[src/rtl/r3_from_rq_poly_if.sv]
// Control handshake and RAM ports of the Rq to R3 reducer.
// The slave side is the reducer, the master side its sequencer and RAMs.
interface r3_from_rq_poly_if #(
  parameter int AW = 11,
  parameter int CW = 13
);
  logic          start;
  logic [AW-1:0] n_coef;
  logic          busy;
  logic          done;
  logic [AW-1:0] weight;
  logic          err;
  logic          rd_en;
  logic [AW-1:0] rd_addr;
  logic [CW-1:0] rd_data;
  logic          wr_en;
  logic [AW-1:0] wr_addr;
  logic [1:0]    wr_data;

  modport slave (
    input  start, n_coef, rd_data,
    output busy, done, weight, err,
    output rd_en, rd_addr, wr_en, wr_addr, wr_data
  );

  modport master (
    output start, n_coef, rd_data,
    input  busy, done, weight, err,
    input  rd_en, rd_addr, wr_en, wr_addr, wr_data
  );
endinterface

[src/rtl/r3_from_rq_poly.sv]
// Streams Rq coefficients, centres and reduces them mod 3,
// writes ternary codes and counts the nonzero ones.
module r3_from_rq_poly #(
  parameter int P  = 757,
  parameter int Q  = 5167,
  parameter int AW = 11,
  parameter int CW = 13
) (
  input  logic               clk,
  input  logic               rst,
  r3_from_rq_poly_if.slave   bus
);

  typedef enum logic [1:0] {
    IDLE  = 2'd0,
    READ  = 2'd1,
    DRAIN = 2'd2,
    DONE  = 2'd3
  } state_t;

  state_t        state;
  state_t        state_nx;
  logic [AW-1:0] nreg;
  logic [AW-1:0] cnt;
  logic          dcnt;
  logic          v1;
  logic [AW-1:0] a1;
  logic [CW-1:0] m_full;
  logic [1:0]    m;
  logic          hi;
  logic [1:0]    code;
  logic          go;

  assign go = (state == IDLE) && bus.start;

  // Q mod 3 = 1, so the upper half shifts the residue down by one;
  // residue 0/1/2 then matches code 00/01/10 directly.
  assign m_full = bus.rd_data % CW'(3);
  assign m      = m_full[1:0];
  assign hi     = bus.rd_data > CW'((Q - 1) / 2);

  always_comb begin
    code = m;
    if (hi) code = (m == 2'd0) ? 2'd2 : m - 2'd1;
  end

  always_ff @(posedge clk) begin
    if (rst) state <= IDLE;
    else     state <= state_nx;
  end

  always_comb begin
    state_nx = state;
    unique case (1'b1)
      state == IDLE: begin
        if (bus.start)
          state_nx = (bus.n_coef == '0) ? DRAIN : READ;
      end
      state == READ: begin
        if (cnt == nreg - AW'(1)) state_nx = DRAIN;
      end
      state == DRAIN: begin
        if (dcnt) state_nx = DONE;
      end
      state == DONE: state_nx = IDLE;
      default:       state_nx = IDLE;
    endcase
  end

  always_comb begin
    bus.busy    = (state == READ) || (state == DRAIN);
    bus.done    = (state == DONE);
    bus.rd_en   = (state == READ);
    bus.rd_addr = (state == READ) ? cnt : '0;
  end

  always_ff @(posedge clk) begin
    if (rst) begin
      nreg        <= '0;
      cnt         <= '0;
      dcnt        <= 1'b0;
      v1          <= 1'b0;
      a1          <= '0;
      bus.wr_en   <= 1'b0;
      bus.wr_addr <= '0;
      bus.wr_data <= 2'b00;
      bus.weight  <= '0;
      bus.err     <= 1'b0;
    end else begin
      // An empty job spends a single cycle in DRAIN.
      dcnt <= (state == DRAIN) || (go && bus.n_coef == '0);
      if (go) begin
        nreg       <= (bus.n_coef > AW'(P)) ? AW'(P) : bus.n_coef;
        cnt        <= '0;
        bus.weight <= '0;
        bus.err    <= 1'b0;
      end
      if (state == READ) cnt <= cnt + AW'(1);
      v1        <= (state == READ);
      a1        <= cnt;
      bus.wr_en <= v1;
      if (v1) begin
        bus.wr_addr <= a1;
        bus.wr_data <= code;
        bus.weight  <= bus.weight + AW'(code != 2'b00);
        if (bus.rd_data >= CW'(Q)) bus.err <= 1'b1;
      end
    end
  end

endmodule
[src/flat_wrapper.sv]
// flat-port wrapper written by rule: the top's interface ports become plain ports
module r3_from_rq_poly_flat 
#(
  parameter int P  = 757,
  parameter int Q  = 5167,
  parameter int AW = 11,
  parameter int CW = 13
)
  (clk, rst, bus_start, bus_n_coef, bus_rd_data, bus_busy, bus_done, bus_weight, bus_err, bus_rd_en, bus_rd_addr, bus_wr_en, bus_wr_addr, bus_wr_data);
  r3_from_rq_poly_if #(.AW(AW), .CW(CW)) bus_i ();
  input  logic clk;
  input  logic rst;
  input wire logic [$bits(bus_i.start)-1:0] bus_start;
  input wire logic [$bits(bus_i.n_coef)-1:0] bus_n_coef;
  input wire logic [$bits(bus_i.rd_data)-1:0] bus_rd_data;
  output wire logic [$bits(bus_i.busy)-1:0] bus_busy;
  output wire logic [$bits(bus_i.done)-1:0] bus_done;
  output wire logic [$bits(bus_i.weight)-1:0] bus_weight;
  output wire logic [$bits(bus_i.err)-1:0] bus_err;
  output wire logic [$bits(bus_i.rd_en)-1:0] bus_rd_en;
  output wire logic [$bits(bus_i.rd_addr)-1:0] bus_rd_addr;
  output wire logic [$bits(bus_i.wr_en)-1:0] bus_wr_en;
  output wire logic [$bits(bus_i.wr_addr)-1:0] bus_wr_addr;
  output wire logic [$bits(bus_i.wr_data)-1:0] bus_wr_data;
  assign bus_i.start = bus_start;
  assign bus_i.n_coef = bus_n_coef;
  assign bus_i.rd_data = bus_rd_data;
  assign bus_busy = bus_i.busy;
  assign bus_done = bus_i.done;
  assign bus_weight = bus_i.weight;
  assign bus_err = bus_i.err;
  assign bus_rd_en = bus_i.rd_en;
  assign bus_rd_addr = bus_i.rd_addr;
  assign bus_wr_en = bus_i.wr_en;
  assign bus_wr_addr = bus_i.wr_addr;
  assign bus_wr_data = bus_i.wr_data;
  r3_from_rq_poly #(.P(P), .Q(Q), .AW(AW), .CW(CW)) u_core (.clk(clk), .rst(rst), .bus(bus_i));
endmodule
[config.mk]
export PLATFORM = sky130hd
export DESIGN_NAME = r3_from_rq_poly_flat
export DESIGN_NICKNAME = d
export VERILOG_FILES = /design/src/rtl/r3_from_rq_poly_if.sv /design/src/rtl/r3_from_rq_poly.sv /design/src/flat_wrapper.sv
export SDC_FILE = /design/constraint.sdc
export NUM_CORES = 1
export LEC_CHECK = 0
export ABC_CLOCK_PERIOD_IN_PS = 10700
export CAP_MARGIN = 10
export CORE_MARGIN = 2
export CORE_UTILIZATION = 57
export CTS_CLUSTER_SIZE = 20
export DETAILED_ROUTE_END_ITERATION = 8
export PLACE_DENSITY = 0.94
export SYNTH_ARGS = -nofsm -noshare
export SYNTH_HDL_FRONTEND = slang
export SYNTH_SLANG_ARGS = --single-unit
[constraint.sdc]
create_clock -name clk -period 10.7 [get_ports clk]
set_input_delay 2.675 -clock clk [delete_from_list [all_inputs] [get_ports clk]]
set_output_delay 2.675 -clock clk [all_outputs]
set_load 0.05 [all_outputs]
After elaboration in Yosys (flattened, before gate mapping)
Index checks and enable logic that the tools add are counted.
Cells by class
  add/sub/neg operators: 4
  div/mod/pow operators: 1
  magnitude comparators: 3
  equal/unequal tests: 7
  multiplexer cells: 15
  reductions and logical operators: 11
Operator list (count)
  $mux 11: 5
  $ge 13x13->1 const B: 1
  $gt 13x12->1 const B: 1
  $mod 13x2->13 const B: 1
  $mux 2: 6
  $add 11x1->11: 1
  $add 11x1->11 const B: 1
  $eq 11x11->1: 1
  $gt 11x10->1 const B: 1
  $logic_not 11->1: 1
  $sub 11x1->11 const B: 1
  $pmux 2 s3: 1
  $reduce_bool 2->1: 3
  $eq 2x2->1 const B: 2
  $logic_not 2->1: 2
  $ne 2x1->1 const B: 2
  $mux 1: 3
  $reduce_and 3->1: 1
  $eq 2x1->1 const B: 1
  $logic_and 1x1->1: 2
  $logic_or 1x1->1: 2
  $ne 2x2->1 const B: 1
  $sub 2x1->2 const B: 1
Word-level totals
  register bits: 63
  input port bits: 27
  output and inout port bits: 40
  word-level logic and storage cells: 52

Logic depth before layout (Yosys ltp)
Gate-level depths: netlist (run 1).
  word-level depth: 7
  gate-level depth with buffers: 27
  depth with buffers taken out: 25

Worst setup path after synthesis (run 1)
No wires, ideal clock.
  path kind: input-to-reg
  start point: in bus_rd_data[12]
  end point: reg u_core.bus.weight[10]
  library setup time: 0.065 ns
  arrival: 7.335 ns
  required time: 10.635 ns
  slack: 3.300 ns
  cell stages on the path: 26
  buffers on the path: 2
  cells stage by stage: buf_4 > or4b_1 > mux2i_1 > o22a_2 > or2_1 > buf_6 > nor3_1 > nor3_1 > nand2_1 > o21ai_0 > o21a_1 > ha_1 > inv_1 > and3_1 > a221oi_2 > a2111o_2 > a21o_1 > ha_1 > nor3_1 > a21oi_1 > ha_1 > ha_1 > nand3_1 > nor4_1 > mux2_2 > nor2_1
On the way
  word-level cells in the longest chain between the ends: 7
  elaborated cells on any way between the ends: 9
  those cells by class: add/sub: 2; div: 1; order compare: 1; mux: 3; reduce/logical: 2
Ends and longest elaborated chain
  from (decl): line flat_wrapper.sv:15  | input wire logic [$bits(bus_i.rd_data)-1:0] bus_rd_data;
  $mod 13x2->13: line r3_from_rq_poly.sv:38  | assign m_full = bus.rd_data % CW'(3);
  $sub 2x1->2 / $logic_not 2->1 (equally long branches): line r3_from_rq_poly.sv:44  | if (hi) code = (m == 2'd0) ? 2'd2 : m - 2'd1;
  $mux 2: line r3_from_rq_poly.sv:44
  $mux 2 *: line r3_from_rq_poly.sv:44
  $reduce_bool 2->1 *: line r3_from_rq_poly.sv:105  | bus.weight <= bus.weight + AW'(code != 2'b00);
  $add 11x1->11 *: line r3_from_rq_poly.sv:105
  $mux 11 *: line r3_from_rq_poly.sv:102  | if (v1) begin
  to (signal assigned): line r3_from_rq_poly.sv:105
  to (decl): line r3_from_rq_poly_if.sv:22  | output busy, done, weight, err,
Every way passes the cells marked *; elsewhere a longest branch is shown, timed or not.
A chain may end at the register's enable or synchronous reset.

Final worst setup path (run 1)
  start point: in bus_rd_data[8]
  end point: reg u_core.bus.weight[10]
Same word-level chain as after synthesis.

==> flow_summary_export.csv, run 1 <==
group,metric,value,unit
worst_hold_path,whs_endpoint,"u_core.bus.wr_addr[6]$_SDFFE_PP0P_",
worst_hold_path,worst_hold_path_class,"reg -> reg",
floorplanning,coreArea,6420,µm²
route,detail_route.drc_violations,0,
sta,fin_crit_sh,0.769,
sta,slew_headroom,0.359,
yosys,postSynthCellCount,457,
placement,port-buffer-count,66,
job,cap_viol_max_count,0,
clocking,ctsHtreeMaxLevel,3,
grt,first_pass_grt_wire_length,14.7,mm
floorplanning,fp.dieH,86.2,µm
setup_path,critPathLaunchType,"primary input",
sta,max_freq,122,MHz
floorplanning,floorplan.io_pins,67,
yosys,yosysSeqAreaShare,0.328,
grt,grt_overflow_total,0,
sta,count_of_endpoints_failing_setup_in_the_final_report,0,
placement,dp.final_hpwl,6.20,mm
sta,fin_crit,8.23,ns
setup_path,worst-path-max-fanout,14,
clocking,ctsHoldBuffers,0,
yosys,syn_area,3850,µm²
placement,placed_cells_incl_taps,576,
worst_hold_path,hold_depth,2,
pwr,cellLeakagePower,1.74,nW
grt,grt_usage,0.243,
yosys,most_repeated_cell_in_the_gate_level_netlist_after_synthesis,"sky130_fd_sc_hd__dfxtp_1",
route,drt_pass1_iterations,5,
grt,initial_antenna_violation_count,0,
route,route.detailed.vias_per_inst,5.95,
clocking,post_cts.repair.setup_buffers,0,
grt,grt_max_degree,52,
sta,timing_hold_violations_final,0,
finish,layout-drive-gt1-share,0.0777,
finish,antenna-diode-count,0,
finish,layout.nets,549,
clocking,cts-buffers-inserted,9,
placement,globalplace.congestion,0.975,
yosys,yosys-top-cells-area,"sky130_fd_sc_hd__dfxtp_1, sky130_fd_sc_hd__nor2_1, sky130_fd_sc_hd__mux2i_1, sky130_fd_sc_hd__ha_1, sky130_fd_sc_hd__a21oi_1",
route,wl,8.72,mm
pwr,power_density,158,nW/µm²
floorplanning,die_width,86.2,µm
yosys,synth_nets,496,
route,post_drt_wl_per_cell,14.7,µm
yosys,synth-edff-count,0,
route,drtIter0Drc,253,
floorplanning,floorplan.rows,29,
route,ant_nets,0,
sta,setup_tns,0,ns
setup_path,setup.worst_path.start,"bus_rd_data[8]",
clocking,clkSlewWorstSetupHoldPaths,0.07,ns
sta,rsz0062_at_grt,"no",
pwr,power.ir.vdd_worst,0.176,mV
yosys,yosysWarnings,0,
setup_path,reg2reg_slack,7.50,ns
yosys,ff_latch_count_synth,63,
clocking,numClockSinks,63,
clocking,clockBufferDepth,2,
yosys,asyncSetResetFlopFracSynth,0,
sta,final.setup_skew,0.00962,ns
setup_path,critPathRequiredTime,10.96,ns
yosys,synth_commonest_cells,"sky130_fd_sc_hd__dfxtp_1, sky130_fd_sc_hd__nor2_1, sky130_fd_sc_hd__a21oi_1",
setup_path,timing.rr.start,"u_core.nreg[2]$_SDFFE_PP0P_",
yosys,synth_top_area_cell,"sky130_fd_sc_hd__dfxtp_1",
finish,layout.cells.non_filler,592,
yosys,synthDominantCellAreaShare,0.328,
setup_path,timing_worst_setup_path_type,"in -> reg",
setup_path,critical_path.endpoint_type,"register",
setup_path,crit_arrival,8.49,ns
clocking,worst_skew_pair_later_pin_latency,0.34,ns
grt,grt_pass1_vias,3233,
floorplanning,die-area,7420,µm²
yosys,synth_top_flop_cell,"sky130_fd_sc_hd__dfxtp_1",
route,route.vias.total,3525,
worst_hold_path,hp-start,"u_core.a1[6]$_SDFF_PP0_",
run_status,outcome,"completed",
sta,worst-slew-pin-transition,0.962,ns
yosys,netlist-cell-type-count,73,
sta,slew_violations,0,
yosys,syn-mean-instance-area,8.42,µm²
setup_path,timing.reg2reg.worst_path_depth,10,
clocking,ctsRootBufferMaster,"sky130_fd_sc_hd__clkbuf_8",
finish,fillerInstances,478,
clocking,postCtsResizedCells,0,
finish,syn_to_final_growth,21.5,%
setup_path,r2r_end,"u_core.state[0]$_SDFFE_PP0P_",
floorplanning,starting_density_of_the_core,0.599,
finish,postLayoutCoreUtil,0.728,
clocking,tritoncts,"yes",
-- cells by family (layout without fill, tap and decap cells) --
family	count (synthesis)	count (layout)	synth area share
AO/OA/AOI/OAI	112	112	0.208
XOR/XNOR	22	22	0.0501
adder cells (fa/ha/maj)	12	12	0.0390
buffers and inverters	41	99	0.0520
flip-flops	63	63	0.328
multiplexers	19	19	0.0501
AND/OR/NAND/NOR	188	188	0.273
-- power by group --
part	leakage [nW]	internal (W)	total [W]	switching [W]
registers	0.510	0.000251	0.000270	0.0000189
clock network	0.103	0.000115	0.000210	0.0000948
logic	1.13	0.000106	0.000259	0.000153
-- registers in the layout, indices dropped and copies added, names as in the netlist, 2 cells and up --
| signal | cells |
|---|---|
| u_core.cnt | 11 |
| u_core.nreg | 11 |
| u_core.a1 | 11 |
| u_core.bus.wr_data | 2 |
| u_core.bus.wr_addr | 11 |
| u_core.state | 2 |
| u_core.bus.weight | 11 |
-- worst max-delay path, cell delays in order --
cell                              delay, ns
sky130_fd_sc_hd__clkdlybuf4s50_1       0.62
sky130_fd_sc_hd__or4b_1                0.64
sky130_fd_sc_hd__mux2i_1               0.24
sky130_fd_sc_hd__o22a_2                0.20
sky130_fd_sc_hd__or2_1                 0.25
sky130_fd_sc_hd__nor3_1                0.11
sky130_fd_sc_hd__nor3_1                0.35
sky130_fd_sc_hd__nand2_1               0.17
sky130_fd_sc_hd__o21ai_0               0.18
sky130_fd_sc_hd__o21a_1                0.14
sky130_fd_sc_hd__ha_1                  0.23
sky130_fd_sc_hd__inv_1                 0.07
sky130_fd_sc_hd__and3_1                0.18
sky130_fd_sc_hd__a221oi_2              0.05
sky130_fd_sc_hd__a2111o_2              0.54
sky130_fd_sc_hd__a21o_1                0.20
sky130_fd_sc_hd__ha_1                  0.29
sky130_fd_sc_hd__nor3_1                0.05
sky130_fd_sc_hd__a21oi_1               0.13
sky130_fd_sc_hd__ha_1                  0.21
sky130_fd_sc_hd__ha_1                  0.20
sky130_fd_sc_hd__nand3_1               0.11
sky130_fd_sc_hd__nor4_1                0.21
sky130_fd_sc_hd__mux2_2                0.37
sky130_fd_sc_hd__nor2_1                0.07
-- cells in the final DEF, fill, tap and decap left out, types with 3 or more instances in the layout --
master,instances
sky130_fd_sc_hd__ha_1,12
sky130_fd_sc_hd__mux2i_1,17
sky130_fd_sc_hd__clkbuf_8,10
sky130_fd_sc_hd__a311oi_1,3
sky130_fd_sc_hd__nand3_1,14
sky130_fd_sc_hd__inv_1,16
sky130_fd_sc_hd__nand4_1,3
sky130_fd_sc_hd__clkdlybuf4s50_1,65
sky130_fd_sc_hd__xnor2_1,14
sky130_fd_sc_hd__o221a_2,6
sky130_fd_sc_hd__nand4b_1,3
sky130_fd_sc_hd__xor2_1,8
sky130_fd_sc_hd__nor2b_1,20
sky130_fd_sc_hd__nor3b_1,5
sky130_fd_sc_hd__a21oi_1,29
sky130_fd_sc_hd__and3_1,11
sky130_fd_sc_hd__nor3_1,9
sky130_fd_sc_hd__a32oi_1,3
sky130_fd_sc_hd__o31ai_1,5
sky130_fd_sc_hd__a31oi_1,5
sky130_fd_sc_hd__and2_1,18
sky130_fd_sc_hd__nand2b_1,6
sky130_fd_sc_hd__nor4_1,6
sky130_fd_sc_hd__nor2_1,46
sky130_fd_sc_hd__a41oi_1,3
sky130_fd_sc_hd__a211oi_1,6
sky130_fd_sc_hd__o21ai_0,17
sky130_fd_sc_hd__dfxtp_1,63
sky130_fd_sc_hd__o21a_1,4
sky130_fd_sc_hd__o211ai_1,3
sky130_fd_sc_hd__nand2_1,21
sky130_fd_sc_hd__nand3b_1,8
-- through the flow --
step                total power [W]  cell area (µm²)  hold WS, ns  setup WS, ns
detailed placement         0.000530             4470        0.458          2.22
finish                     0.000739             4670        0.467          2.47
CTS                        0.000740             4670        0.476          2.54
global route               0.000784             4670        0.498          2.07
global placement           0.000522             4470        0.444          2.48
floorplan                  0.000475             3850        0.441          3.30
-- final cells by class --
type	count	area, µm²	area share
multi-input cells	353	2390	0.511
flip-flops and latches	63	1260	0.270
repair buffers	67	663	0.142
clock buffers	10	138	0.0295
well taps	77	96.3	0.0206
clock inverters	6	68.8	0.0147
inverters	16	60.1	0.0129
-- layer usage --
layer	routed length [µm]	track usage	up-vias	part of all wire
met1	3960	0.320	1637	0.45
met4	180	0.101	0	0.021
met5	0	0	-	0
li1	-	-	1773	-
met3	402	0.0366	15	0.046
met2	4180	0.398	100	0.48
-- how the worst max path moves through the flow --
stage / endpoint / slack [ns] / cells after the start
after floorplan: u_core.bus.weight[10]$_SDFFE_PP0P_ / 3.30 / 26
after global placement: u_core.bus.weight[10]$_SDFFE_PP0P_ / 2.48 / 25
after detailed placement: u_core.bus.weight[10]$_SDFFE_PP0P_ / 2.22 / 25
after CTS: u_core.bus.weight[10]$_SDFFE_PP0P_ / 2.54 / 25
after global routing: u_core.bus.weight[10]$_SDFFE_PP0P_ / 2.07 / 25
final: u_core.bus.weight[10]$_SDFFE_PP0P_ / 2.47 / 25
Note: power is estimated with default switching activity, not from simulation.
==> run 2, diff against run 1 <==
--- a/config.mk
+++ b/config.mk
@@ -5,13 +5,13 @@
 export SDC_FILE = /design/constraint.sdc
 export NUM_CORES = 1
 export LEC_CHECK = 0
-export ABC_CLOCK_PERIOD_IN_PS = 10700
+export ABC_CLOCK_PERIOD_IN_PS = 8300
 export CAP_MARGIN = 10
 export CORE_MARGIN = 2
-export CORE_UTILIZATION = 57
+export CORE_UTILIZATION = 53
 export CTS_CLUSTER_SIZE = 20
 export DETAILED_ROUTE_END_ITERATION = 8
-export PLACE_DENSITY = 0.94
+export PLACE_DENSITY = 0.89
 export SYNTH_ARGS = -nofsm -noshare
 export SYNTH_HDL_FRONTEND = slang
 export SYNTH_SLANG_ARGS = --single-unit
==> constraint.sdc (replaced) <==
create_clock -name clk -period 8.3 [get_ports clk]
set_input_delay 2.075 -clock clk [delete_from_list [all_inputs] [get_ports clk]]
set_output_delay 2.075 -clock clk [all_outputs]
set_load 0.05 [all_outputs]
==> flow_summary_export.csv, run 2 (synthesis gave the netlist of run 1 again) <==
group,metric,value,unit
run_status,outcome,"completed",
clocking,tritoncts,"yes",
sta,slew_violations,0,
placement,globalplace.congestion,0.917,
route,post_drt_wl_per_cell,15.5,µm
sta,final.setup_skew,0.00997,ns
grt,grt_usage,0.249,
route,ant_nets,0,
floorplanning,die_width,89.2,µm
pwr,power.ir.vdd_worst,0.263,mV
route,detail_route.drc_violations,0,
route,route.detailed.vias_per_inst,5.91,
sta,setup_tns,0,ns
setup_path,timing.critical_path.mode_cell,"sky130_fd_sc_hd__ha_1",
finish,syn_to_final_growth,23.6,%
clocking,ctsHoldBuffers,0,
clocking,worst_skew_pair_later_pin_latency,0.35,ns
sta,worst-slew-pin-transition,1.06,ns
grt,grt_max_degree,52,
clocking,numClockSinks,63,
route,route.vias.total,3635,
setup_path,critPathLaunchType,"primary input",
floorplanning,fp.dieH,89.2,µm
sta,count_of_endpoints_failing_setup_in_the_final_report,0,
setup_path,critical_path.endpoint_type,"register",
finish,layout-drive-gt1-share,0.0775,
grt,grt_pass1_vias,3453,
clocking,clockBufferDepth,2,
setup_path,library_cell_contributing_the_largest_single_delay_on_the_critical_path,"sky130_fd_sc_hd__or4b_1",
sta,slew_headroom,0.292,
clocking,post_cts.repair.setup_buffers,0,
clocking,postCtsResizedCells,0,
clocking,ctsHtreeMaxLevel,3,
setup_path,family_with_the_most_delay_on_the_worst_path,"simple AND/OR/NAND/NOR gates",
floorplanning,floorplan.io_pins,67,
sta,fin_crit_sh,0.909,
grt,initial_antenna_violation_count,0,
finish,fillerInstances,575,
finish,antenna-diode-count,0,
floorplanning,coreArea,7140,µm²
setup_path,crit_buf_inv,2,
finish,layout.cells.non_filler,615,
floorplanning,starting_density_of_the_core,0.539,
sta,max_freq,133,MHz
sta,fin_crit,7.55,ns
setup_path,timing_worst_setup_path_type,"in -> reg",
setup_path,critPathRequiredTime,8.58,ns
floorplanning,die-area,7960,µm²
route,drtIter0Drc,275,
placement,port-buffer-count,66,
job,cap_viol_max_count,0,
setup_path,worst-path-max-fanout,14,
route,wl,9.55,mm
clocking,ctsRootBufferMaster,"sky130_fd_sc_hd__clkbuf_8",
grt,first_pass_grt_wire_length,15.8,mm
pwr,power_density,216,nW/µm²
floorplanning,floorplan.rows,31,
finish,most_common_cell_after_layout_fill_and_taps_aside,"sky130_fd_sc_hd__clkdlybuf4s50_1",
clocking,cts-buffers-inserted,9,
route,drt_pass1_iterations,4,
finish,layout.nets,550,
pwr,cellLeakagePower,1.77,nW
setup_path,crit_arrival,7.83,ns
placement,placed_cells_incl_taps,599,
clocking,clkSlewWorstSetupHoldPaths,0.08,ns
sta,timing_hold_violations_final,0,
setup_path,crit_path_max_incr_delay,0.62,ns
finish,most_frequent_cells_in_the_layout,"sky130_fd_sc_hd__clkdlybuf4s50_1, sky130_fd_sc_hd__dfxtp_1, sky130_fd_sc_hd__nor2_1",
placement,dp.final_hpwl,6.61,mm
grt,grt_overflow_total,0,
worst_hold_path,worst_hold_path_class,"reg -> reg",
sta,rsz0062_at_grt,"no",
## run 2: changes by cell type in the layout (fill, tap and decap cells not counted)
| cell | previous run | this run |
|---|---|---|
| sky130_fd_sc_hd__inv_6 | 1 | 4 |
| sky130_fd_sc_hd__clkdlybuf4s50_1 | 65 | 66 |
| sky130_fd_sc_hd__clkbuf_8 | 10 | 9 |
| sky130_fd_sc_hd__clkinvlp_4 | 1 | 0 |
| sky130_fd_sc_hd__clkinv_4 | 2 | 0 |
| sky130_fd_sc_hd__clkinv_2 | 1 | 0 |
| sky130_fd_sc_hd__buf_2 | 1 | 0 |
| sky130_fd_sc_hd__bufinv_16 | 1 | 3 |
| sky130_fd_sc_hd__buf_4 | 1 | 2 |
## run 2: final cells by class
cell class                 instances  area, µm²  share of cell area
timing repair buffer              68        676               0.142
clock buffer                       9        124              0.0260
inverter                          16       60.1              0.0126
tap                               99        124              0.0260
clock inverter                     7        125              0.0263
sequential                        63       1260               0.265
multi-input combinational        353       2390               0.502
## run 2: per-stage QoR
stage / util / hold slack, ns / power, W / instance area, µm² / setup WS [ns]
after floorplan: - / 0.441 / 0.000612 / 3850 / 1.50
after global placement: 0.631 / 0.445 / 0.000676 / 4510 / 0.678
after detailed placement: 0.631 / 0.453 / 0.000691 / 4510 / 0.459
after CTS: 0.666 / 0.475 / 0.00103 / 4760 / 0.791
after global routing: 0.666 / 0.486 / 0.00108 / 4760 / 0.265
final: 0.666 / 0.472 / 0.00103 / 4760 / 0.754
## run 2: layer usage
layer	global-route usage	routed length (µm)	up-vias
met5	0	0	-
met4	0.0950	134	0
met3	0.0443	491	15
met2	0.424	4770	109
met1	0.314	4150	1733
li1	-	-	1778
## run 2: final timing paths
| kind | startpoint | endpoint | slack (ns) | cells after the start |
|---|---|---|---|---|
| max | bus_rd_data[8] | u_core.bus.weight[10]$_SDFFE_PP0P_ | 0.75 | 25 |
| min | u_core.a1[3]$_SDFF_PP0_ | u_core.bus.wr_addr[3]$_SDFFE_PP0P_ | 0.47 | 2 |
| max reg2reg | u_core.nreg[0]$_SDFFE_PP0P_ | u_core.state[0]$_SDFFE_PP0P_ | 5.05 | 12 |
| min reg2reg | u_core.a1[3]$_SDFF_PP0_ | u_core.bus.wr_addr[3]$_SDFFE_PP0P_ | 0.47 | 2 |
## run 2: tightest hold or removal path: cells and delay by family, from the launching register on
| family | cells | cell delay, ns |
|---|---|---|
| and+or+nand+nor | 1 | 0.07 |
| DFF | 1 | 0.31 |
| muxes | 1 | 0.06 |
## run 2: report_power, final
group / internal (W) / total [W] / switching, W
Sequential: 0.000324 / 0.000350 / 0.0000266
Clock: 0.000204 / 0.000336 / 0.000133
Combinational: 0.000138 / 0.000342 / 0.000205
